## src/rtl/div_pkg.sv

```systemverilog
// Shared types and constants for the sequential divider.
// Imported by the top and its trial subtractor.
package div_pkg;

  localparam int WIDTH = 6;
  localparam int CNT_W = 3;

  localparam logic [CNT_W-1:0] LAST_ITER = 3'd5;

  typedef enum logic [1:0] {
    IDLE,
    RUN,
    DONE
  } state_t;

endpackage

```

## src/rtl/div_seq6_prefix_sub7.sv

```systemverilog
// 7-bit a - b as a + ~b + 1 on a Sklansky prefix tree.
// The +1 carry-in is folded into the bit-0 generate term.
module prefix_sub7 (
  input  logic [6:0] i_a,
  input  logic [6:0] i_b,
  output logic [6:0] o_d,
  output logic       o_cout
);

  logic [6:0] nb;
  logic [6:0] p;
  logic [6:1] g;
  logic       g0c;

  assign nb  = ~i_b;
  assign p   = i_a ^ nb;
  assign g   = i_a[6:1] & nb[6:1];
  assign g0c = i_a[0] | nb[0];

  // level 1: span 1
  logic g10, g32, p32, g54, p54;
  assign g10 = g[1] | (p[1] & g0c);
  assign g32 = g[3] | (p[3] & g[2]);
  assign p32 = p[3] & p[2];
  assign g54 = g[5] | (p[5] & g[4]);
  assign p54 = p[5] & p[4];

  // level 2: span 2
  logic g20, g30, g64, p64;
  assign g20 = g[2] | (p[2] & g10);
  assign g30 = g32  | (p32  & g10);
  assign g64 = g[6] | (p[6] & g54);
  assign p64 = p[6] & p54;

  // level 3: span 4
  logic g40, g50, g60;
  assign g40 = g[4] | (p[4] & g30);
  assign g50 = g54  | (p54  & g30);
  assign g60 = g64  | (p64  & g30);

  assign o_d = {
    p[6] ^ g50,
    p[5] ^ g40,
    p[4] ^ g30,
    p[3] ^ g20,
    p[2] ^ g10,
    p[1] ^ g0c,
    ~p[0]
  };
  assign o_cout = g60;

endmodule

```

## src/rtl/div_seq6.sv

```systemverilog
// 6-bit unsigned restoring divider, one quotient bit per clock.
// Results and done pulse are registered on the edge entering DONE.
module div_seq6
  import div_pkg::*;
(
  input  logic             i_clk,
  input  logic             i_rst,
  input  logic             i_start,
  input  logic [WIDTH-1:0] i_dividend,
  input  logic [WIDTH-1:0] i_divisor,
  output logic             o_busy,
  output logic             o_done,
  output logic [WIDTH-1:0] o_quotient,
  output logic [WIDTH-1:0] o_remainder,
  output logic             o_div_zero
);

  state_t state, state_nxt;

  logic [WIDTH:0]   r;
  logic [WIDTH-1:0] q;
  logic [WIDTH-1:0] d;
  logic [CNT_W-1:0] cnt;

  logic accept, iterate, last;
  logic [WIDTH:0]   t, s, r_nxt;
  logic [WIDTH-1:0] q_nxt;
  logic             cout;

  assign t = {r[WIDTH-1:0], q[WIDTH-1]};

  prefix_sub7 u_sub (
    .i_a    (t),
    .i_b    ({1'b0, d}),
    .o_d    (s),
    .o_cout (cout)
  );

  // no borrow means the trial subtraction fits
  assign r_nxt = cout ? s : t;
  assign q_nxt = {q[WIDTH-2:0], cout};
  assign last  = (cnt == LAST_ITER);

  // the top remainder bit is provably zero once restored
  logic [1:0] unused_msb;
  assign unused_msb = {r[WIDTH], r_nxt[WIDTH]};

  always_ff @(posedge i_clk) begin
    if (i_rst) state <= IDLE;
    else       state <= state_nxt;
  end

  always_comb begin
    state_nxt = state;
    unique case (state)
      IDLE: if (i_start) state_nxt = RUN;
      RUN:  if (last)    state_nxt = DONE;
      DONE: state_nxt = i_start ? RUN : IDLE;
      default: state_nxt = IDLE;
    endcase
  end

  always_comb begin
    o_busy  = 1'b0;
    accept  = 1'b0;
    iterate = 1'b0;
    unique case (state)
      IDLE: accept = i_start;
      RUN: begin
        o_busy  = 1'b1;
        iterate = 1'b1;
      end
      DONE: accept = i_start;
      default: ;
    endcase
  end

  always_ff @(posedge i_clk) begin
    if (i_rst) begin
      r           <= '0;
      q           <= '0;
      d           <= '0;
      cnt         <= '0;
      o_done      <= 1'b0;
      o_quotient  <= '0;
      o_remainder <= '0;
      o_div_zero  <= 1'b0;
    end else begin
      unique case (1'b1)
        accept: begin
          r          <= '0;
          q          <= i_dividend;
          d          <= i_divisor;
          cnt        <= '0;
          o_div_zero <= (i_divisor == '0);
          o_done     <= 1'b0;
        end
        iterate: begin
          r      <= r_nxt;
          q      <= q_nxt;
          cnt    <= cnt + 1'b1;
          o_done <= last;
          if (last) begin
            o_quotient  <= q_nxt;
            o_remainder <= r_nxt[WIDTH-1:0];
          end
        end
        default: o_done <= 1'b0;
      endcase
    end
  end

endmodule

```

## config.mk

```make
export PLATFORM = sky130hd
export DESIGN_NAME = div_seq6
export DESIGN_NICKNAME = d
export VERILOG_FILES = /design/src/rtl/div_pkg.sv /design/src/rtl/div_seq6_prefix_sub7.sv /design/src/rtl/div_seq6.sv
export SDC_FILE = /design/constraint.sdc
export NUM_CORES = 1
export LEC_CHECK = 0
export CAP_MARGIN = 20
export CORE_MARGIN = 5
export CORE_UTILIZATION = 40
export CTS_CLUSTER_DIAMETER = 150
export DETAILED_ROUTE_END_ITERATION = 8
export HOLD_SLACK_MARGIN = 0.08
export PLACE_DENSITY = 0.66
export SKIP_LAST_GASP = 1
export SLEW_MARGIN = 20
export SYNTH_ARGS = -nofsm -noshare
export SYNTH_HDL_FRONTEND = slang
export SYNTH_SLANG_ARGS = --single-unit
```

## constraint.sdc

```tcl
create_clock -name i_clk -period 2.2 [get_ports i_clk]
set_clock_uncertainty 0.1 [all_clocks]
set_input_delay 0.33 -clock i_clk [delete_from_list [all_inputs] [get_ports i_clk]]
set_output_delay 0.33 -clock i_clk [all_outputs]
set_load 0.005 [all_outputs]
```

* After elaboration in Yosys (flattened, before gate mapping)
Index checks and enable logic that the tools add are counted.
Operators by class: bitwise operators 30, reduce and logical (&&, ||, !) cells 7, mux-type cells 10, eq/ne operators 5, add/sub/neg operators 1
Operators with widths (count):
- $pmux W6 S2 | 2
- $and A1 B1 Y1 | 11
- $or A1 B1 Y1 | 9
- $not A6 Y7 | 1
- $xor A7 B7 Y7 | 1
- $and A6 B6 Y6 | 1
- $logic_not A6 Y1 | 1
- $mux W6 | 1
- $pmux W2 S3 | 1
- $pmux W3 S2 | 1
- $xor A1 B1 Y1 | 5
- $mux W2 | 2
- $ne A2 B2 Y1 const B | 2
- $reduce_and A2 Y1 | 2
- $reduce_or A2 Y1 | 2
- $add A3 B1 Y3 const B | 1
- $eq A3 B3 Y1 const B | 1
- $mux W1 | 3
- $eq A2 B1 Y1 const B | 1
- $eq A2 B2 Y1 const B | 1
- $logic_not A2 Y1 | 1
- $not A1 Y1 | 2
- $reduce_bool A2 Y1 | 1
Storage, ports and cells: register bits after elaboration 37, word-level logic and storage cells 62

* Depth between registers and ports, before layout
depth in word-level cells 11, depth in mapped cells 10, gate-level depth less buffers 10

* Hierarchy
A second synthesis with hierarchy kept.
Unflattened totals: cell total of the unflattened synthesis 205, area, all modules 1752.9 um^2
By module, submodules not included:
- div_seq6 | sequential area each 740.7 um^2, cells each 175, instances 1, area an instance 1500.2 um^2
- prefix_sub7 | sequential area each 0.0 um^2, cells each 30, instances 1, area an instance 252.7 um^2

* Least setup slack after synthesis
Ideal clock, no wire load.
kind register -> register, start reg q[5], end reg r[5], library setup time 117 ps, arrival 1912 ps, setup slack 70 ps, cell stages (with the launch flop) 11, path through dfxtp_1 > inv_1 > ha_1 > inv_1 > fa_1 > nand3_2 > and2_1 > fa_1 > xor2_1 > o21ai_0 > a32o_1
Between the ends: longest elaborated chain between the ends 10
Ends and longest elaborated chain:
- start, declared | line div_seq6.sv:21 | logic [WIDTH-1:0] q;
- start signal, assigned | line div_seq6.sv:92 | q <= i_dividend;
- start signal, assigned | line div_seq6.sv:100 | q <= q_nxt;
- $or A1 B1 Y1 * | line div_seq6_prefix_sub7.sv:18 | assign g0c = i_a[0] | nb[0];
- $and A1 B1 Y1 * | line div_seq6_prefix_sub7.sv:22 | assign g10 = g[1] | (p[1] & g0c);
- $or A1 B1 Y1 * | line div_seq6_prefix_sub7.sv:22
- $and A1 B1 Y1 * | line div_seq6_prefix_sub7.sv:31 | assign g30 = g32 | (p32 & g10);
- $or A1 B1 Y1 * | line div_seq6_prefix_sub7.sv:31
- $and A1 B1 Y1 | line div_seq6_prefix_sub7.sv:37 | assign g40 = g[4] | (p[4] & g30);
- $or A1 B1 Y1 | line div_seq6_prefix_sub7.sv:37
- $xor A1 B1 Y1 | line div_seq6_prefix_sub7.sv:43 | p[5] ^ g40,
- $mux W6 * | line div_seq6.sv:40 | assign r_nxt = cout ? s : t;
- $pmux W6 S2 * | line div_seq6.sv:89 | unique case (1'b1)
- end signal, assigned | line div_seq6.sv:99 | r <= r_nxt;
- end, declared | line div_seq6.sv:20 | logic [WIDTH:0] r;
Every way passes the cells marked *; elsewhere a longest branch is shown, timed or not. A chain may end at the register's enable or synchronous reset.

* Final worst setup path
start reg q[5], end reg r[3]
Between the ends: longest elaborated chain between the ends 9
Ends and longest elaborated chain:
- $or A1 B1 Y1 * | line div_seq6_prefix_sub7.sv:18
- $and A1 B1 Y1 * | line div_seq6_prefix_sub7.sv:22
- $or A1 B1 Y1 * | line div_seq6_prefix_sub7.sv:22
- $and A1 B1 Y1 | line div_seq6_prefix_sub7.sv:31
- $or A1 B1 Y1 | line div_seq6_prefix_sub7.sv:31
- $and A1 B1 Y1 | line div_seq6_prefix_sub7.sv:39 | assign g60 = g64 | (p64 & g30);
- $or A1 B1 Y1 | line div_seq6_prefix_sub7.sv:39
- $mux W6 * | line div_seq6.sv:40
- $pmux W6 S2 * | line div_seq6.sv:89
Marks and branches as above.

==> qor.yml <==
outcome: "finished, final reports clean"
clockBufferDepth: 2
drive_above_1_share: 0.146
critPathLaunchType: "flop"
cts.reportedPaths.clkPinSlew_ps: 70
yosysWarnings: 0
placed_area_mm2: 0.00216
syn_area_mm2: 0.00178
crit_fanout: 2
setup_ws_ps: 75.8
start_util: 0.411
diodes: 0
drv_cap: 0
synthFlopType: "dfxtp_1"
vdd.ir_drop.worst_mv: 0.343
fin_area_mm2: 0.00232
crit_arrival_ps: 2200
regToRegStartpoint: "q[5]"
fin_crit_sh: 0.966
die_w_um: 76.6
synth_top_family_by_area: "simple AND/OR/NAND/NOR gates"
grt_pass1_vias: 1594
synthMuxAreaShare: 0
yosys.area_share.simple: 0.247
numPortBuffers: 29
clock_tree.root_cell: "clkbuf_8"
clock.fmax_ghz: 0.471
initialDrtViolationCount: 145
startpoint: "q[5]"
cts_htree_levels: 2
overflow: 0
synth_xor_area_frac: 0.0148
post_drt_wl_per_cell_um: 13.9
grt_antenna_before_repair: 0
hp-class: "flop to flop"
post-place-ws_ps: -26.4
core_area_mm2: 0.00432
ant_nets: 0
nNetsFinal: 278
drcViolationCount: 0
min_from: "o_quotient[5]"
rows: 24
setup_viol: 0
rsz0062_at_grt: "no"
synth_top_cell_by_area: "dfxtp_1"
pin_count: 30
hold_slack_ps: 357
drt_wl_total_um: 4260
cellLeakagePower_nw: 0.869
vias: 1620
die_area_mm2: 0.00587
synth_top_area_frac: 0.417
grt_pass1_wl_um: 7270
yosysSeqAreaShare: 0.417
via_per_inst: 5.29
n_fill_cell: 436
syn_nets: 242
synth_edf_count: 0
gp_congestion: 0.792
path_class: "flop to flop"
dp_hpwl_um: 2940
tightest_slew_ps: 579
synthCells: 217
slew_violations: 0
critPathCaptureType: "flop"
first_pass_iters: 4
grt_max_degree: 22
finalHoldViolCount: 0
syn_avg_cell_area_um2: 8.19
layout_min_cycle_time_ps: 2120
p_per_area_mw_per_mm2: 732
clock-sinks: 37
insertion_delay_ps: 290
async_flop_share: 0
cts_tree: "done"
syn_to_final_growth_pct: 30.5
die_height_um: 76.6
synth_compound_area_frac: 0.177
synthAdderAreaFrac: 0.0831
yosys_register_bits: 37
required_ps: 2280
grt_use_total: 0.149
synth_area_leaders: "dfxtp_1, nand2_1, a21oi_1"
synth_cell_types: 39
cts_inserted_buffers: 5
relSlewSlack: 0.612
synth_stat cells (2+ instances only):
library cell and instances:
dfxtp_1 37, nand2_1 37, nor2_1 21, a21oi_1 18, inv_1 11, nand3_1 10, o21ai_0 10, a311oi_1 7
ha_1 7, nor3_1 6, buf_2 5, a32o_1 4, clkbuf_1 4, nand4_1 4, fa_1 3, nand3b_1 3
a21oi_2 2, buf_1 2, buf_4 2, nand2b_1 2, o211ai_1 2, or3_1 2, xor2_1 2
registers in the layout (all words and copies together) (netlist names):
register,flops
r,6
o_done,1
state,2
o_div_zero,1
d,6
q,6
cnt,3
o_remainder,6
o_quotient,6
layer usage:
metal	global-route usage	part of all wire	vias to the layer above
met5	0	0	-
met4	0.0769	0.018	0
met3	0.0296	0.042	8
met2	0.229	0.45	40
met1	0.197	0.49	742
li1	-	-	830
critical path, cell delays in order (launching register included):
cell and delay (ps):
dfxtp_2 330, inv_2 70, ha_4 130, inv_2 30, fa_2 360, buf_6 130
fa_2 340, xnor2_2 160, o21ai_0 110, a32o_1 230
cell type report:
cell class,instances,area (µm²),area share
clock buffers,6,72.6,0.0313
well taps,52,65.1,0.0281
inverters,11,41.3,0.0178
multi-input cells,155,987,0.426
clock inverters,2,10.0,0.00432
flip-flops and latches,37,743,0.321
repair buffers,43,399,0.172
through the flow:
| step | cells | power (mW) | setup TNS [ps] | util |
|---|---|---|---|---|
| 2_1_floorplan | 217 | 1.07 | 0 | - |
| 3_3_place_gp | 297 | 1.18 | 0 | 0.500 |
| 3_5_place_dp | 297 | 1.19 | -26.4 | 0.500 |
| 4_1_cts | 306 | 1.66 | -16.8 | 0.525 |
| 5_1_grt | 306 | 1.79 | 0 | 0.536 |
| 6_report | 306 | 1.70 | 0 | 0.536 |
path summary, 6_finish.rpt:
kind	to	slack, ps	depth (start not counted)
hold reg to reg	o_quotient[5]	360	2
setup / recovery	r[3]	80	9
hold / removal	o_quotient[5]	360	2
setup reg to reg	r[3]	80	9
power by group:
part	internal (mW)	total, mW	switching (mW)	leakage, nW
combinational	0.212	0.504	0.291	0.522
sequential	0.707	0.739	0.0322	0.302
clock	0.219	0.455	0.236	0.0450
layout by cell type, fill, tap and decap left out, types with 3 or more instances in the layout:
cell type,count
o21ai_0,5
nor3_1,5
clkbuf_8,5
ha_1,5
a311oi_1,7
nand3_1,10
nand2_1,37
o21ai_1,5
dfxtp_1,35
nand3b_1,3
fa_2,3
inv_1,9
a21oi_1,18
nand4_1,4
buf_4,13
nor2_1,21
clkdlybuf4s50_1,29
a32o_1,4
cell families after synthesis:
family	count (synthesis)
adders and majority gates	10
and+or+nand+nor	94
xor gates and xnor gates	3
DFF	37
AOI/OAI and AO/OA	48
buffers and inverters	25
timing repair:
item / in CTS / in global routing
setup endpoints to repair: 2 / 10
hold buffers: 0 / 0
endpoints found under the hold margin: 0 / 0
buffers inserted: 1 / 0
gates resized for setup: 7 / 15
pin swaps: 4 / 4
No activity file was read; power rests on OpenSTA's default activity.
==> variant 1 (same settings) <==
Set the package constant `CNT_W` to 6 (it was 3).
--- a/src/rtl/div_pkg.sv
+++ b/src/rtl/div_pkg.sv
@@ -3,7 +3,7 @@
 package div_pkg;
 
   localparam int WIDTH = 6;
-  localparam int CNT_W = 3;
+  localparam int CNT_W = 6;
 
   localparam logic [CNT_W-1:0] LAST_ITER = 3'd5;
 
Behaviour: same outputs for any inputs over 10 cycles, from zero or initial values and one cycle with i_rst high; that may be too few to reach the edited logic, so the function may still have changed.
==> variant 1 against the original RTL <==
  * The run now ends with setup timing left
  * Cell count down 4.9%
  * Largest cell class unchanged
  * Setup slack got worse by 0.31 ns
  * Wire length is 8.4% lower
  * Sequential power increased by 4.9%
  * Non-clock buffer count decreased by 2
  * Power shrank 5.0%
  * Critical endpoint is now o_remainder[5]
  * Cell area is 2.0% higher
  * Synthesized area increased by 4.1%
  * Sequential cell count is 3 higher
==> variant 1: results (changes against the original RTL) <==
- HPWL Detailed: 2840 microns (-3.5%)
- Total length of routed met3 wires: 226 microns (+28%)
- Sequential fraction of the synthesis area: 43.3% (+1.6 points)
- Global-route wire length before repair: 6600 microns (-9.1%)
- Crit path arrival time: 2.56 ns (+0.36 ns)
- Leakage Power: 0.896 nW (+3.1%)
- Result of the run: finished, violations left
- Number of DRC markers after the initial detailed-route iteration: 115 (-21%)
- Count of non-filler cells in the finished layout: 291 (-4.9%)
- Setup Viol. Count Final: 4 (+4)
- Met1 demand-to-capacity share in global routing: 19.0% (-0.69 points)
- Adder and majority gate portion of the synthesized area: 7.98% (-0.33 points)
- Synthesized area per cell: 9.29 sq um (+13%)
- Gpl congestion: 0.739 (-6.6%)
- Failing checks: setup timing
- Commonest cells in the synthesized netlist: 40 x sky130_fd_sc_hd__dfxtp_1, 27 x sky130_fd_sc_hd__nand2_1, 19 x sky130_fd_sc_hd__a21oi_1
- Aggregate global-route resource usage: 13.3% (-1.6 points)
- Headroom to the max-slew limit: 53.1% (-8.1 points)
- Met2 wirelength from detailed routing: 1690 microns (-11%)
- Top cells by area, synth: sky130_fd_sc_hd__dfxtp_1 43%, sky130_fd_sc_hd__nand2_1 5.5%, sky130_fd_sc_hd__mux2i_1 5.4%
- Internal Pwr Total: 1.16 mW (+2.3%)
- XOR/XNOR share of the synthesized area: 0.947% (-0.53 points)
- Fraction of final layout cells sized beyond drive strength 1: 19.7% (+5.1 points)
- Via count of the first global-routing pass: 1403 (-12%)
- Final-stage net count: 263 (-5.4%)
- Via-to-Cell Ratio: 5.15 (-2.8%)
- Share of cell area taken by muxes after synthesis: 6.63% (+6.6 points)
- Grt met3 use: 4.28% (+1.3 points)
- Routing usage on met2: 18.6% (-4.2 points)
- Complex-gate fraction of the synthesized area: 15.8% (-1.9 points)
- Worst IR Drop VDD: 0.320 mV (-6.6%)
- Worst-case setup margin in the final layout: -0.236 ns (-0.312 ns)
variant 1: cell type report:
| type | count | area, sq um |
|---|---|---|
| well taps | 52 | 65.1 |
| inverters | 11 | 41.3 |
| repair buffers | 41 | 380 |
| fillers | 422 | 2050 |
| multi-input cells | 139 | 986 |
| clock buffers | 8 | 90.1 |
| flip-flops and latches | 40 | 802 |
variant 1: power groups by stage:
stage	sequential [mW]	clock [mW]	combinational, mW
4_1_cts	0.775	0.520	0.320
6_report	0.775	0.499	0.339
5_1_grt	0.780	0.555	0.378
2_1_floorplan	0.787	0	0.211
3_3_place_gp	0.791	0	0.310
3_5_place_dp	0.791	0	0.312
variant 1: kinds of logic (layout without fill, tap and decap cells):
group | Yosys count | count (layout)
AOI/OAI and AO/OA | 44 | 44
xor gates and xnor gates | 2 | 2
adders and majority gates | 10 | 10
buffers and inverters | 20 | 60
DFF | 40 | 40
muxes | 12 | 12
and+or+nand+nor | 71 | 71
variant 1: stage by stage:
stage               power, mW  util, %  hold slack, ns  cell area, sq um  setup WS (ns)
floorplan               0.998        -           0.326              1870         -0.125
global placement         1.10     50.9           0.346              2250         -0.180
detailed placement       1.10     50.9           0.348              2250         -0.234
CTS                      1.61     53.1           0.356              2340         -0.213
global route             1.71     53.6           0.374              2360         -0.378
finish                   1.61     53.6           0.347              2360         -0.236
variant 1: timing repair:
item	4_1_cts	5_1_grt
endpoints found under the setup margin	4	9
buffers inserted	1	1
gates resized for setup	1	3
pin swaps	2	1
variant 1: path summary, 6_finish.rpt:
check,startpoint,to,cells after the start
hold reg to reg,r[5],r[5],2
setup reg to reg,q[5],o_remainder[5],12
setup / recovery,q[5],o_remainder[5],12
hold / removal,r[5],r[5],2
==> variant 2 (same flow settings) <==
Without the edit above. Reset style: asynchronous (`i_rst`), changed in 2 clocked blocks.
--- a/src/rtl/div_seq6.sv
+++ b/src/rtl/div_seq6.sv
@@ -45,7 +45,7 @@
   logic [1:0] unused_msb;
   assign unused_msb = {r[WIDTH], r_nxt[WIDTH]};
 
-  always_ff @(posedge i_clk) begin
+  always_ff @(posedge i_clk or posedge i_rst) begin
     if (i_rst) state <= IDLE;
     else       state <= state_nxt;
   end
@@ -75,7 +75,7 @@
     endcase
   end
 
-  always_ff @(posedge i_clk) begin
+  always_ff @(posedge i_clk or posedge i_rst) begin
     if (i_rst) begin
       r           <= '0;
       q           <= '0;
Function: differs if i_rst is asserted again (counterexample within 4 cycles, from zero or initial values and one cycle with i_rst high); with i_rst held inactive, the same outputs for 10 cycles.
==> variant 2 against the original RTL <==
  * Cell area up 6.4%
  * Synthesized cell count down 14%
  * Core utilization down 0.70 points
  * Wire length down 8.9%
  * Sequential share of layout area up 5.5 points
  * Cell count down 7.2%
  * Setup slack worse by 0.066 ns
  * Synthesized area up 6.7%
  * Global-route usage down 0.65 points
  * Sequential cell count unchanged
  * Largest cell class is now sequential cells
Power is not compared: it rests on default switching activity, and its combinational part moved more than twofold at a synthesized area within 25%.
==> variant 2: results (changes against the original RTL) <==
- # Post-CTS Setup Buffers: 0 (-1)
- Antenna Diode Count: 0 (unchanged)
- Non-clk buf share: 16.3% (-0.88 points)
- Buffers excl. clock: 44 (+2.3%)
- Internal Pwr Total: 2.49 mW
- Synthesized area per cell: 10.1 sq um (+24%)
- Adder and majority gate portion of the synthesized area: 7.79% (-0.52 points)
- Portion of the layout cell area used by clock cells: 4.72% (+1.2 points)
- XOR/XNOR share of the synthesized area: 1.39% (-0.093 points)
- Worst min-delay path category: in2async
- Global-route wire length before repair: 7020 microns (-3.4%)
- Multi-input gate share of total cell area: 36.4% (-6.2 points)
- Cell area after placement: 2320 sq um (+7.4%)
- Synth async-reset ratio: 100% (+100 points)
- Tightest hold margin: 0.345 ns (-0.0125 ns)
- Register-to-register setup slack: 0.009 ns (-0.07 ns)
- Critical-path cell with the highest stage delay: sky130_fd_sc_hd__fa_1
- Crit path arrival time: 2.26 ns (+0.06 ns)
- Maximum number of pins on one net before global-route repair: 38 (+73%)
- Clock buffer count: 7 (+1)
- Aggregate global-route resource usage: 14.2% (-0.65 points)
- Headroom to the max-slew limit: 69.6% (+8.3 points)
- First element of the critical path: q[5]
- Clock network power share: 14.7%
- Sequential standard cell area: 926 sq um (+25%)
- WL per Instance: 13.7 microns (-1.9%)
- Routing usage on met2: 23.0% (+0.15 points)
- Max Clock Freq: 0.456 GHz (-3.0%)
- Final-stage net count: 254 (-8.6%)
- DR vias: 1463 (-9.7%)
- Buffers on Ports: 29 (unchanged)
- Gpl congestion: 0.819 (+3.5%)
- Result of the run: finished, final reports clean
- Cell count after placement: 275 (-7.4%)
- Met2 wirelength from detailed routing: 1860 microns (-3.0%)
- Via count of the first global-routing pass: 1447 (-9.2%)
- Reg-to-Reg End: o_remainder[3]
- Worst reg2reg path depth: 8 (-1)
- Post-layout total power: 4.12 mW
- Worst slack, placed: -0.0392 ns (-0.0128 ns)
- Share of cell area taken by muxes after synthesis: 2.71% (+2.7 points)
- Top cells by area, synth: sky130_fd_sc_hd__dfrtp_1 49%, sky130_fd_sc_hd__nand2_1 8.9%, sky130_fd_sc_hd__ha_1 4.6%
- Number of DRC markers after the initial detailed-route iteration: 106 (-27%)
- Sequential fraction of the synthesis area: 48.8% (+7.2 points)
- Fraction of final layout cells sized beyond drive strength 1: 20.0% (+5.4 points)
- Post-synth top area cell: sky130_fd_sc_hd__dfrtp_1
- Wire length the detailed router placed on met1: 1820 microns (-13%)
- Highest cell delay on the worst timing path: 0.42 ns (+0.06 ns)
- HPWL Detailed: 2870 microns (-2.5%)
- Post-synthesis net count: 212 (-12%)
- Grt met3 use: 3.51% (+0.56 points)
- Commonest cells in the synthesized netlist: 45 x sky130_fd_sc_hd__nand2_1, 37 x sky130_fd_sc_hd__dfrtp_1, 15 x sky130_fd_sc_hd__o21ai_0
- Count of multi-input combinational gates: 127 (-18%)
==> variant 2: cell types whose count changed in the layout (fill, tap and decap cells not counted), sizes merged, moves of 5 or more <==
cell    delta
dfrtp     +37
dfxtp     -37
a21oi     -17
nor2      -14
nand2      +9
a311oi     -7
nand3      -6
o21ai      +6
nor3       -5
o311ai     +5
==> variant 2: worst reg2reg max path: stages (launching register included) <==
cell                      delay [ns]
sky130_fd_sc_hd__dfrtp_1        0.40
sky130_fd_sc_hd__inv_2          0.08
sky130_fd_sc_hd__ha_4           0.12
sky130_fd_sc_hd__inv_2          0.03
sky130_fd_sc_hd__fa_2           0.38
sky130_fd_sc_hd__fa_1           0.42
sky130_fd_sc_hd__xnor2_2        0.18
sky130_fd_sc_hd__nor2_1         0.06
sky130_fd_sc_hd__a221o_1        0.31
==> variant 2: logic make-up after synthesis <==
kind of cell | after synthesis
AOI/OAI and AO/OA | 39
buffers and inverters | 23
muxes | 5
adders and majority gates | 10
xor gates and xnor gates | 3
and+or+nand+nor | 70
DFF | 37
